File: src/rtl/servo_ramp_ctrl_pkg.sv
// Shared servo sequencer definitions: FSM state encoding, default pulsewidth limits
// and the clamp helper used on command accept.
package servo_ramp_ctrl_pkg;

  typedef enum logic [1:0] {
    ST_IDLE   = 2'd0,
    ST_RAMP   = 2'd1,
    ST_SETTLE = 2'd2
  } servo_state_e;

  localparam int PW_MIN_DEF  = 50;
  localparam int PW_MAX_DEF  = 250;
  localparam int PW_INIT_DEF = 150;

  function automatic int clamp_pw(input int v, input int lo, input int hi);
    if (v < lo) return lo;
    if (v > hi) return hi;
    return v;
  endfunction

endpackage

File: src/rtl/servo_ramp_ctrl_tick.sv
// Frame-rate tick generator: one-cycle tick every TICK_DIV enabled cycles.
// Dropping en clears the phase, so a re-enable always waits a full period.
module tick_gen #(
  parameter int TICK_DIV = 2000000
) (
  input  logic clk,
  input  logic rst,
  input  logic en,
  output logic tick
);

  localparam int             CW   = $clog2(TICK_DIV);
  localparam logic [CW-1:0]  LAST = CW'(TICK_DIV - 1);

  logic [CW-1:0] cnt;

  assign tick = en && (cnt == LAST);

  always_ff @(posedge clk) begin
    if (rst || !en)       cnt <= '0;
    else if (cnt == LAST) cnt <= '0;
    else                  cnt <= cnt + CW'(1);
  end

endmodule

File: src/rtl/servo_ramp_ctrl.sv
// Servo position sequencer: accepts clamped targets, slews pulsewidth by STEP per
// tick, then waits SETTLE_TICKS ticks before pulsing done.
module servo_ramp_ctrl
  import servo_ramp_ctrl_pkg::*;
#(
  parameter int WIDTH        = 8,
  parameter int TICK_DIV     = 2000000,
  parameter int STEP         = 1,
  parameter int PW_MIN       = PW_MIN_DEF,
  parameter int PW_MAX       = PW_MAX_DEF,
  parameter int PW_INIT      = PW_INIT_DEF,
  parameter int SETTLE_TICKS = 5
) (
  input  logic             clk,
  input  logic             rst,
  input  logic             enable,
  input  logic             cmd_valid,
  output logic             cmd_ready,
  input  logic [WIDTH-1:0] cmd_target,
  output logic [WIDTH-1:0] pulsewidth,
  output logic             pwm_en,
  output logic             busy,
  output logic             done
);

  localparam int               SW      = $clog2(SETTLE_TICKS + 1);
  localparam logic [SW-1:0]    SET_END = SW'(SETTLE_TICKS - 1);
  localparam logic [WIDTH-1:0] STEP_W  = WIDTH'(STEP);
  localparam logic [WIDTH:0]   STEP_X  = (WIDTH+1)'(STEP);

  servo_state_e        state;
  logic [WIDTH-1:0]    target;
  logic [SW-1:0]       settle_cnt;
  logic                armed;
  logic                tick;
  logic signed [WIDTH:0] diff;
  logic [WIDTH:0]      diff_mag;

  tick_gen #(.TICK_DIV(TICK_DIV)) u_tick (
    .clk  (clk),
    .rst  (rst),
    .en   (enable),
    .tick (tick)
  );

  assign cmd_ready = (state == ST_IDLE);
  assign busy      = (state != ST_IDLE);

  // One extra bit so the signed difference of two unsigned widths cannot wrap.
  assign diff     = $signed({1'b0, target}) - $signed({1'b0, pulsewidth});
  assign diff_mag = diff[WIDTH] ? (WIDTH+1)'(-diff) : (WIDTH+1)'(diff);

  always_ff @(posedge clk) begin
    if (rst) begin
      state      <= ST_IDLE;
      target     <= WIDTH'(PW_INIT);
      pulsewidth <= WIDTH'(PW_INIT);
      settle_cnt <= '0;
      armed      <= 1'b0;
      pwm_en     <= 1'b0;
      done       <= 1'b0;
    end else begin
      done   <= 1'b0;
      pwm_en <= enable & armed;
      case (state)
        ST_IDLE: begin
          if (cmd_valid) begin
            target <= WIDTH'(clamp_pw(int'(cmd_target), PW_MIN, PW_MAX));
            armed  <= 1'b1;
            state  <= ST_RAMP;
          end
        end
        ST_RAMP: begin
          if (tick) begin
            if (diff_mag <= STEP_X) begin
              pulsewidth <= target;
              settle_cnt <= '0;
              state      <= ST_SETTLE;
            end else if (!diff[WIDTH]) begin
              pulsewidth <= pulsewidth + STEP_W;
            end else begin
              pulsewidth <= pulsewidth - STEP_W;
            end
          end
        end
        ST_SETTLE: begin
          if (tick) begin
            if (settle_cnt == SET_END) begin
              state <= ST_IDLE;
              done  <= 1'b1;
            end else begin
              settle_cnt <= settle_cnt + SW'(1);
            end
          end
        end
        default: state <= ST_IDLE;
      endcase
    end
  end

endmodule

File: config.mk
export PLATFORM = sky130hd
export DESIGN_NAME = servo_ramp_ctrl
export DESIGN_NICKNAME = d
export VERILOG_FILES = /design/src/rtl/servo_ramp_ctrl_pkg.sv /design/src/rtl/servo_ramp_ctrl_tick.sv /design/src/rtl/servo_ramp_ctrl.sv
export SDC_FILE = /design/constraint.sdc
export NUM_CORES = 1
export LEC_CHECK = 0
export CAP_MARGIN = 20
export CORE_MARGIN = 1
export CORE_UTILIZATION = 58
export DETAILED_ROUTE_END_ITERATION = 12
export HOLD_SLACK_MARGIN = 0.1
export PLACE_DENSITY = 0.8
export SLEW_MARGIN = 5
export SYNTH_ARGS = -nofsm -noshare
export SYNTH_HDL_FRONTEND = slang
export SYNTH_SLANG_ARGS = --single-unit
File: constraint.sdc
create_clock -name clk -period 5.1 [get_ports clk]
set_input_delay 1.53 -clock clk [delete_from_list [all_inputs] [get_ports clk]]
set_output_delay 1.53 -clock clk [all_outputs]
set_load 0.005 [all_outputs]
Word-level counts from Yosys, hierarchy flattened

Index checks and enable logic that the tools add are counted.
W data, S select, Z words.

$add $sub $neg: 6
Order comparisons: 3
Equality and inequality tests: 10
Multiplexer cells: 28
Bitwise gates (word level): 3
Reductions and logical operators: 12

Operators by type and width:

| kind                    | number |
|---|---|
| $mux W8                 | 5 |
| $add A21 B1 Y21 const B | 1 |
| $eq A21 B21 Y1 const B  | 1 |
| $mux W3                 | 4 |
| $ne A2 B2 Y1 const B    | 6 |
| $mux W1                 | 10 |
| $mux W2                 | 5 |
| $reduce_and A5 Y1       | 2 |
| $le A9 B1 Y1 const B    | 1 |
| $mux W9                 | 1 |
| $neg A9 Y9              | 1 |
| $sub A8 B8 Y9           | 1 |
| $add A8 B1 Y8 const B   | 1 |
| $gt A8 B8 Y1 const B    | 1 |
| $lt A8 B6 Y1 const B    | 1 |
| $sub A8 B1 Y8 const B   | 1 |
| $mux W6                 | 1 |
| $pmux W2 S3             | 1 |
| $pmux W3 S2             | 1 |
| $reduce_and A2 Y1       | 2 |
| $reduce_bool A2 Y1      | 2 |
| $add A3 B1 Y3 const B   | 1 |
| $eq A3 B3 Y1 const B    | 1 |
| $reduce_or A3 Y1        | 1 |
| other kinds (9)         | 10 |

Register bits: 45
Bits of input ports: 12
Output and inout bits: 12
Word-level logic and storage cells: 70

Depth between registers and ports, before layout

Gate-level depths: netlist of the first run.

Depth after elaboration: 11
Depth in mapped cells: 17

Modules after synthesis

From an unflattened synthesis of the first run, not the netlist that was laid out.

Cell total of the unflattened synthesis: 357
Area total of the unflattened synthesis: 2960.3 um^2

Modules (own cells, without submodules):

| module          | times used | cells an instance | area an instance (um^2) | seq. area each (um^2) |
|---|---|---|---|---|
| servo_ramp_ctrl | 1          | 241               | 1961.9                  | 480.5 |
| tick_gen        | 1          | 116               | 998.5                   | 420.4 |

Worst setup path after synthesis of the first run

OpenSTA, ideal clock, no wires.

Path type: reg-to-reg
From: register pulsewidth[0]
To: register pulsewidth[7]
Setup time: 122 ps
Data arrival time: 3633 ps
Path slack: 1345 ps
Cell stages (with the launch flop): 17
Path through: dfxtp_1 -> ha_1 -> inv_1 -> fa_1 -> a211oi_2 -> nor2_1 -> o22a_2 -> inv_1 -> ha_1 -> a21o_1 -> a21oi_1 -> o21bai_1 -> a2111oi_0 -> nor3_1 -> xnor2_1 -> a211oi_1 -> a311o_1

Cells in the longest elaborated chain, start to end: 5
Elaborated cells on any way between the ends: 8
Classes of those cells: 4 x add/sub; 1 x order compare; 3 x mux

RTL lines:

| item                   | RTL line              | source |
|---|---|---|
| from (decl)            | servo_ramp_ctrl.sv:20 | `output logic [WIDTH-1:0] pulsewidth,` |
| from (signal assigned) | servo_ramp_ctrl.sv:57 | `pulsewidth <= WIDTH'(PW_INIT);` |
| from (signal assigned) | servo_ramp_ctrl.sv:76 | `pulsewidth <= target;` |
| from (signal assigned) | servo_ramp_ctrl.sv:80 | `pulsewidth <= pulsewidth + STEP_W;` |
| $sub A8 B8 Y9          | servo_ramp_ctrl.sv:50 | `assign diff = $signed({1'b0, target}) - $signed({1'b0, pulsewidth});` |
| $neg A9 Y9             | servo_ramp_ctrl.sv:51 | `assign diff_mag = diff[WIDTH] ? (WIDTH+1)'(-diff) : (WIDTH+1)'(diff);` |
| $mux W9                | servo_ramp_ctrl.sv:51 |  |
| $le A9 B1 Y1           | servo_ramp_ctrl.sv:75 | `if (diff_mag <= STEP_X) begin` |
| $mux W8 *              | servo_ramp_ctrl.sv:75 |  |

Mark *: on every way between the ends. The rest lies on a longest branch, timed or not.
A chain may end at the register's enable or synchronous reset.

Worst setup path after layout of the first run

Same ends and word-level chain as after synthesis.

==> out/metrics.cfg, run 1 <==
[outcome]
status = finished clean

[clocking]
tritoncts = done
clock_latency_ps = 300
cts_hold_buf = 0
cts_htree_levels = 2
cts.clk_slew.worst_paths_ps = 90
numCtsBuffers = 5
cts.sinks = 45
post-cts-setup-buffers = 0
clockBufferDepth = 2
root_buffer = clkbuf_8
post_cts_resized = 0

[layout]
multi_input_comb_area_um2 = 1820
utilization_pct = 68.0
ff_latch_area_um2 = 901
drive_above_1_share_pct = 5.93
nNetsFinal = 402
diodes = 0
area_delta_synth_final_pct = 12.4
finalNonFillerCells = 438
fillers = 418

[synth]
synth_common_cells = nor2_1, dfxtp_1, nand2_1
synth_cell_types = 62
yosys_warnings = 0
ys_ff_latch = 45
syn_inst = 350
syn_avg_cell_area_um2 = 8.22
netlist_area_um2 = 2880
seq_area_frac_synth_pct = 31.3
yosysTopAreaCellShare_pct = 31.3
yosysTopAreaCell = dfxtp_1
synth_flop_cell = dfxtp_1
synth_edf_count = 0
synth.most_common_cell = nor2_1
synthTopCellsByArea = dfxtp_1, ha_1, nor2_1
syn-num-nets = 382
async_flop_share_pct = 0

[worst_setup_path]
worst_path_max_delay_cell = fa_1
critPathMaxFanout = 9
crit_type = reg -> reg
crit-reg2reg-capture = pulsewidth[7]
arrival_ps = 4340
cpPeakStageDelay_ps = 490
end_kind = flip-flop
critical-path-top-delay-family = compound AO/OA/AOI/OAI gates
r2r_start = pulsewidth[0]
path_buf_inv = 2
reg2reg_depth = 16
path_cells = ha_1 -> inv_1 -> fa_1 -> a211oi_2 -> nor2_1 -> o22a_2 -> inv_1 -> ha_1 -> a21o_1 -> a21oi_1 -> o21bai_1 -> a2111oi_0 -> nor3_1 -> xnor2_1 -> a211oi_1 -> a311o_1
r2r_slack_ps = 960
startpoint_type = flip-flop
cp.required_ps = 5300

[floorplanning]
core_um2 = 4750
dieWidth_um = 72.4
die_area_um2 = 5240
die_h_um = 72.4
start_util_pct = 60.5
boundaryPins = 24
rows = 25

[placement]
hpwl_um = 4620
place_inst = 430
port_buffers = 23
gp_congestion = 0.976

[power_and_ir_drop]
power_density_nw_per_um2 = 259
p_leak_uw = 0.00121
ir_worst_vdd_uv = 204
p_total_uw = 837

[drt]
via_per_inst = 5.71
wl_met2_um = 2780
drtIter0Drc = 138
dr.pass1.iters = 5
via_count = 2502
postRouteAntennaNets = 0
wl_met1_um = 3040
route.met3.wl_um = 224
post-route-drc-count = 0
routed.top_layer = met4
wl_per_cell_um = 14.0
routed_wl_um = 6120

[min_path]
hold_depth = 1
hp-start = u_tick.cnt[0]
min_to = u_tick.cnt[0]
hold_class = reg -> reg

[global_route]
grt_first_pass_wirelength_um = 10300
grt_max_degree = 23
first_global_vias = 2260
antenna_found_initial = 0
grt_usage_pct = 24.9
grt_overflow = 0

[timing]
worst_slew_pin_slew_ps = 816
setup_viol = 0
fmax_mhz = 241
period_needed_ps = 4140
finalCritPeriodShare_pct = 81.2
slew_headroom_pct = 45.5
finClkSkew_ps = 5.31
grt_setup_unrepaired = no
drv_slew = 0
finalSetupTns_ps = 0
hold_viol = 0

[flow_run]
max_cap_viol_count = 0

through the flow:
stage / hold slack (ps) / instance area, um2 / setup slack (ps)
6_report: 456 / 3230 / 957
5_1_grt: 487 / 3230 / 783
3_5_place_dp: 453 / 3140 / 1010
4_1_cts: 466 / 3230 / 998
2_1_floorplan: 418 / 2880 / 1350
3_3_place_gp: 429 / 3140 / 1110
layer usage:
layer  vias up  GRT usage (%)
li1       1290              -
met1      1148           34.6
met2        58           39.9
met3         6           3.75
met4         0           7.84
met5         -              0
layout make-up:
class	instances	area share, %
clock buffer	5	2.13
clock inverter	3	0.658
inverter	25	2.90
multi-input combinational	268	56.3
sequential	45	27.9
tap	67	2.59
timing repair buffer	25	7.59
state kept, by name (all words and copies together) (netlist names):
name,count
pwm_en,1
armed,1
target,8
settle_cnt,3
state,2
pulsewidth,8
u_tick.cnt,21
done,1
placed cells by master (no fill, tap or decap), types with 5 or more instances in the layout:
cell type and n:
a21o_1 5, a21oi_1 14, a311oi_1 7, and3_1 5
clkbuf_8 5, clkdlybuf4s50_1 23, dfxtp_1 45, ha_1 18
inv_1 25, nand2_1 26, nand3_1 16, nand4_1 5
nor2_1 49, nor3_1 14, o21ai_0 13, xnor2_1 14
xor2_1 12
worst max path at each step:
stage	from	end	slack, ps	depth (start not counted)
floorplan	pulsewidth[0]	pulsewidth[7]	1350	16
global placement	pulsewidth[0]	pulsewidth[7]	1110	16
detailed placement	pulsewidth[0]	pulsewidth[7]	1010	16
CTS	pulsewidth[0]	pulsewidth[7]	1000	16
global route	pulsewidth[0]	pulsewidth[7]	780	16
finish	pulsewidth[0]	pulsewidth[7]	960	16
kinds of logic (layout without fill, tap and decap cells):
logic type      Yosys count  after routing  synth area share [%]
fa+ha+maj                20             20                  9.23
compound gates           77             77                  20.1
mux                       1              1                 0.392
simple gates            142            142                  24.2
xor+xnor                 28             28                  9.27
buf+inv                  37             58                  5.40
flops                    45             45                  31.3
report_power, final:
part / switching [uW] / leakage [uW] / internal, uW / total [uW]
Clock: 133 / 0.0000445 / 97.4 / 231
Sequential: 6.82 / 0.000365 / 358 / 365
Combinational: 137 / 0.000799 / 104 / 242
Note: power is estimated with default switching activity, not from simulation.
==> run 2: changes to the inputs <==
Clock period 5.1 ns to 4.14 ns, I/O delays scaled along.
==> run 2 against run 1 <==
  * Final cell count increased by 0.23%
  * Sequential cell count unchanged
  * Combinational power increased by 26%
  * Sequential power increased by 23%
  * Clock-buffer cell count increased by 1
  * Via count increased by 2.1%
  * Cell area increased by 1.0%
  * Highest routed layer unchanged
  * Fmax increased by 5.9%
  * Register-to-register slack got worse by 730 ps
  * Wire length decreased by 0.90%
  * Global-route usage increased by 0.37 points
  * Clock power increased by 46%
==> out/metrics.cfg, run 2 (synthesis gave the netlist of run 1 again) <==
[timing]
hold_viol = 0  ; unchanged
fin_hold_ws_ps = 454  ; -1.99 ps
finClkSkew_ps = 6.25  ; +0.938 ps
worst_slew_pin_slew_ps = 802  ; -14.1 ps
finalCritPeriodShare_pct = 94.5  ; +13 points
slew_headroom_pct = 46.4  ; +0.94 points
fmax_mhz = 256  ; +5.9%
finalSetupTns_ps = 0  ; unchanged
grt_setup_unrepaired = no
setup_viol = 0  ; unchanged
drv_slew = 0  ; unchanged
period_needed_ps = 3910  ; -232 ps

[worst_setup_path]
cp.required_ps = 4330  ; -970 ps
end_kind = flip-flop
startpoint_type = flip-flop
critPathMaxFanout = 8  ; -1
crit_type = reg -> reg
arrival_ps = 4100  ; -240 ps

[layout]
largest_register_ffs = 21  ; unchanged
area_delta_synth_final_pct = 13.6
top_regs = u_tick.cnt: 21 flops, pulsewidth: 8 flops, target: 8 flops
layout_commonest_cell = nor2_1
drive_above_1_share_pct = 6.18  ; +0.25 points
multi_input_comb_area_um2 = 1820  ; +0.21%
final_cell_mix = nor2_1, dfxtp_1, nand2_1, inv_1, clkdlybuf4s50_1
ff_latch_area_um2 = 901  ; unchanged
nNetsFinal = 403  ; +0.25%
fillers = 415  ; -0.72%
diodes = 0  ; unchanged
max_flop_register = u_tick.cnt

[clocking]
numCtsBuffers = 5  ; unchanged
cts_hold_buf = 0  ; unchanged
cts.sinks = 45  ; unchanged
cts.clk_slew.worst_paths_ps = 90  ; about the same
root_buffer = clkbuf_8
tritoncts = done
cts_htree_levels = 2  ; unchanged
clockBufferDepth = 2  ; unchanged
clock_latency_ps = 300  ; about the same

[drt]
drtIter0Drc = 127  ; -8.0%
via_per_inst = 5.82  ; +1.8%
dr.pass1.iters = 4  ; -1
postRouteAntennaNets = 0  ; unchanged
post-route-drc-count = 0  ; unchanged
routed_wl_um = 6060  ; -0.90%
via_count = 2554  ; +2.1%
wl_met2_um = 2710  ; -2.7%
route.met3.wl_um = 321  ; +43%
wl_per_cell_um = 13.8  ; -1.1%
routed.top_layer = met4
wl_met1_um = 2990  ; -1.6%

[power_and_ir_drop]
pwr-share-seq_pct = 41.2  ; -2.4 points
comb_power_share_pct = 27.9  ; -1.0 points
power_density_nw_per_um2 = 334  ; +29%
p_sw_uw = 336  ; +21%
ir_worst_vdd_uv = 315  ; +54%
p_sw_share_pct = 30.8  ; -2.3 points
intPower_uw = 755  ; +35%
power_frac_clock_pct = 30.9  ; +3.3 points
p_leak_uw = 0.00122  ; +1.2%

[global_route]
grt_first_pass_wirelength_um = 10600  ; +2.9%
grt_usage_pct = 25.3  ; +0.37 points
grt_max_degree = 22  ; -4.3%
first_global_vias = 2339  ; +3.5%
antenna_found_initial = 0  ; unchanged
grt_overflow = 0  ; unchanged

[floorplanning]
die_h_um = 72.4  ; unchanged
die_area_um2 = 5240  ; unchanged
boundaryPins = 24  ; unchanged
dieWidth_um = 72.4  ; unchanged
start_util_pct = 60.5  ; unchanged
rows = 25  ; unchanged
core_um2 = 4750  ; unchanged

[flow_run]
max_cap_viol_count = 0  ; unchanged

[placement]
hpwl_um = 4610  ; about the same
gp_congestion = 0.933  ; -4.4%
port_buffers = 23  ; unchanged

[outcome]
status = finished clean

[min_path]
hold_class = reg -> reg

-- run 2: cell count changes in the layout (fill, tap and decap cells not counted), sizes merged --
cell and delta:
clkbuf +1, clkinvlp -1, buf +1, bufinv +1
inv -1
-- run 2: final timing paths --
| path | from | cells after the start | slack, ps | end |
|---|---|---|---|---|
| worst max register to register | pulsewidth[0] | 16 | 230 | pulsewidth[7] |
| worst min-delay path | u_tick.cnt[0] | 1 | 450 | u_tick.cnt[0] |
| worst max-delay path | pulsewidth[0] | 16 | 230 | pulsewidth[7] |
| worst min register to register | u_tick.cnt[0] | 1 | 450 | u_tick.cnt[0] |
-- run 2: power by group through the flow --
stage                     sequential [uW]  combinational [uW]  clock (uW)
after floorplan                       456                 229           0
after global placement                459                 293           0
after detailed placement              459                 298           0
after CTS                             449                 301         338
after global routing                  451                 336         357
final                                 449                 304         337
-- run 2: through the flow --
stage / setup WS [ps] / util [%] / area [um2] / instances / power [uW]
4_1_cts: 128 / 68.6 / 3260 / 439 / 1090
5_1_grt: 22.6 / 68.7 / 3270 / 439 / 1140
2_1_floorplan: 385 / - / 2880 / 350 / 685
3_3_place_gp: 340 / 66.3 / 3150 / 431 / 752
6_report: 229 / 68.7 / 3270 / 439 / 1090
3_5_place_dp: 148 / 66.3 / 3150 / 431 / 757
-- run 2: cell type report --
cell class / count / area share (%)
repair buffers: 26 / 7.74
clock buffers: 6 / 2.22
inverters: 25 / 2.87
clock inverters: 2 / 1.19
multi-input cells: 268 / 55.8
flip-flops and latches: 45 / 27.6
well taps: 67 / 2.57
-- run 2: layer usage --
layer	track usage [%]	vias to the layer above
met3	4.58	6
li1	-	1288
met4	6.75	0
met1	36.3	1183
met2	38.9	77
met5	0	-
-- run 2: worst max-delay path, stage by stage (launching register included) --
cell and delay, ps:
dfxtp_1 410, ha_1 240, inv_1 80, fa_2 410
a211oi_2 270, nor2_1 110, o22a_2 280, inv_1 90
buf_4 160, ha_1 270, a21oi_1 200, o21bai_1 120
a2111oi_1 450, nor3_1 130, xnor2_1 170, a211oi_1 70
a311o_1 340
-- run 2: repair_timing --
action,in CTS,in global routing
resized for setup,0,2
setup buffers,0,0
setup endpoints to repair,0,1
==> run 3: changes to the inputs <==
Settings changed: CELL_PAD_IN_SITES_DETAIL_PLACEMENT set to 0, CELL_PAD_IN_SITES_GLOBAL_PLACEMENT set to 2, CORE_UTILIZATION 58 to 35, PLACE_DENSITY 0.8 to not set, PLACE_DENSITY_LB_ADDON set to 0.1.
==> run 3 against run 2 <==
  * Fmax up 3.3%
  * First-iteration DRC count down 50%
  * Largest power group unchanged
  * Critical endpoint unchanged
  * Power is 7.2% higher
  * Largest cell class unchanged
==> out/metrics.cfg, run 3 (synthesis gave the netlist of run 1 again) <==
[outcome]
status = finished clean

[clocking]
cts_htree_levels = 2  ; unchanged
numCtsBuffers = 5  ; unchanged
cts.clk_slew.worst_paths_ps = 90  ; about the same
clock_latency_ps = 300  ; about the same
tritoncts = done
root_buffer = clkbuf_8
cts.sinks = 45  ; unchanged
clockBufferDepth = 2  ; unchanged

[layout]
diodes = 0  ; unchanged
fillers = 843  ; +100%
nNetsFinal = 405  ; +0.50%
layout_commonest_cell = nor2_1
drive_above_1_share_pct = 7.22  ; +1.0 points
top_regs = u_tick.cnt: 21 flops, pulsewidth: 8 flops, target: 8 flops
area_delta_synth_final_pct = 16.7
utilization_pct = 42.7  ; -26 points
final_cell_mix = nor2_1, dfxtp_1, nand2_1, inv_1, clkdlybuf4s50_1
multi_input_comb_area_um2 = 1830  ; +0.21%
max_flop_register = u_tick.cnt
ff_latch_area_um2 = 901  ; unchanged
largest_register_ffs = 21  ; unchanged

[timing]
finalSetupTns_ps = 0  ; unchanged
drv_slew = 0  ; unchanged
slew_headroom_pct = 44.9  ; -1.5 points
period_needed_ps = 3780  ; -126 ps
finalCritPeriodShare_pct = 91.4  ; -3.1 points
finClkSkew_ps = 11.8  ; +5.51 ps
fin_ws_ps = 355  ; +126 ps
hold_viol = 0  ; unchanged
worst_slew_pin_slew_ps = 824  ; +22.1 ps
setup_viol = 0  ; unchanged
fmax_mhz = 264  ; +3.3%
fin_hold_ws_ps = 461  ; +7.16 ps
grt_setup_unrepaired = no

[drt]
drtIter0Drc = 64  ; -50%
via_per_inst = 5.24  ; -10%
post-route-drc-count = 0  ; unchanged
via_count = 2492  ; -2.4%
dr.pass1.iters = 5  ; +1
routed_wl_um = 6690  ; +10%
postRouteAntennaNets = 0  ; unchanged
wl_per_cell_um = 14.1  ; +1.8%

[power_and_ir_drop]
ir_worst_vdd_uv = 164  ; -48%
p_leak_uw = 0.00125  ; +1.9%
power_density_nw_per_um2 = 349  ; +4.4%

[worst_setup_path]
end_kind = flip-flop
crit_type = reg -> reg
cp.required_ps = 4340  ; about the same
critPathMaxFanout = 6  ; -2
startpoint_type = flip-flop
arrival_ps = 3980  ; -120 ps

[floorplanning]
dieWidth_um = 92.6  ; +28%
core_um2 = 7850  ; +65%
die_area_um2 = 8580  ; +64%
rows = 32  ; +28%
boundaryPins = 24  ; unchanged
start_util_pct = 36.6  ; -24 points
die_h_um = 92.6  ; +28%

[global_route]
antenna_found_initial = 0  ; unchanged
grt_usage_pct = 17.0  ; -8.3 points
grt_first_pass_wirelength_um = 11600  ; +9.9%
first_global_vias = 2437  ; +4.2%
grt_max_degree = 22  ; unchanged
grt_overflow = 0  ; unchanged

[min_path]
hold_class = reg -> reg

[placement]
gp_congestion = 0.773  ; -17%
pre_cts_slack_ps = 229  ; +81.6 ps
hpwl_um = 5230  ; +13%
port_buffers = 23  ; unchanged

[flow_run]
max_cap_viol_count = 0  ; unchanged

run 3: power by group:
| part | total, uW | switching [uW] | internal (uW) |
|---|---|---|---|
| registers | 449 | 8.00 | 441 |
| logic | 317 | 177 | 140 |
| clock network | 403 | 160 | 243 |
run 3: timing repair:
action,in CTS,in global routing
gates resized for setup,0,3
endpoints found under the setup margin,0,1
buffers inserted,0,0
hold buffers,0,0
run 3: path summary, 6_finish.rpt:
kind              endpoint          start  cells after the start  slack (ps)
max reg2reg  pulsewidth[7]  pulsewidth[0]                     16         360
min reg2reg  u_tick.cnt[0]  u_tick.cnt[0]                      1         460
min          u_tick.cnt[0]  u_tick.cnt[0]                      1         460
max          pulsewidth[7]  pulsewidth[0]                     16         360
run 3: layer usage:
layer  track usage, %  routed length, um
met5                0                  0
met4             4.49                 66
met3             3.04                191
met2             27.9               3020
met1             22.9               3420
run 3: through the flow:
stage	instance area [um2]	std cells	total power (uW)
2_1_floorplan	2880	350	685
3_3_place_gp	3210	468	774
3_5_place_dp	3210	468	771
4_1_cts	3350	476	1180
5_1_grt	3350	476	1240
6_report	3350	476	1170
run 3: critical path, stage by stage (launching register included):
cell and delay (ps):
dfxtp_1 410, ha_1 230, inv_1 70, fa_2 400, a211oi_2 250, nor2_1 110
o22a_2 220, inv_1 130, buf_4 180, ha_1 270, a21oi_2 180, o21bai_1 110
a2111oi_1 400, nor3_1 120, xnor2_1 190, a211oi_1 80, a311o_1 350
run 3: area by class of cell:
cell class                      instances  share of cell area [%]
Tap cell                              102                    3.80
Clock buffer                            5                    2.05
Timing Repair Buffer                   28                    7.98
Clock inverter                          3                    2.05
Inverter                               25                    2.80
Multi-Input combinational cell        268                    54.5
Sequential cell                        45                    26.9
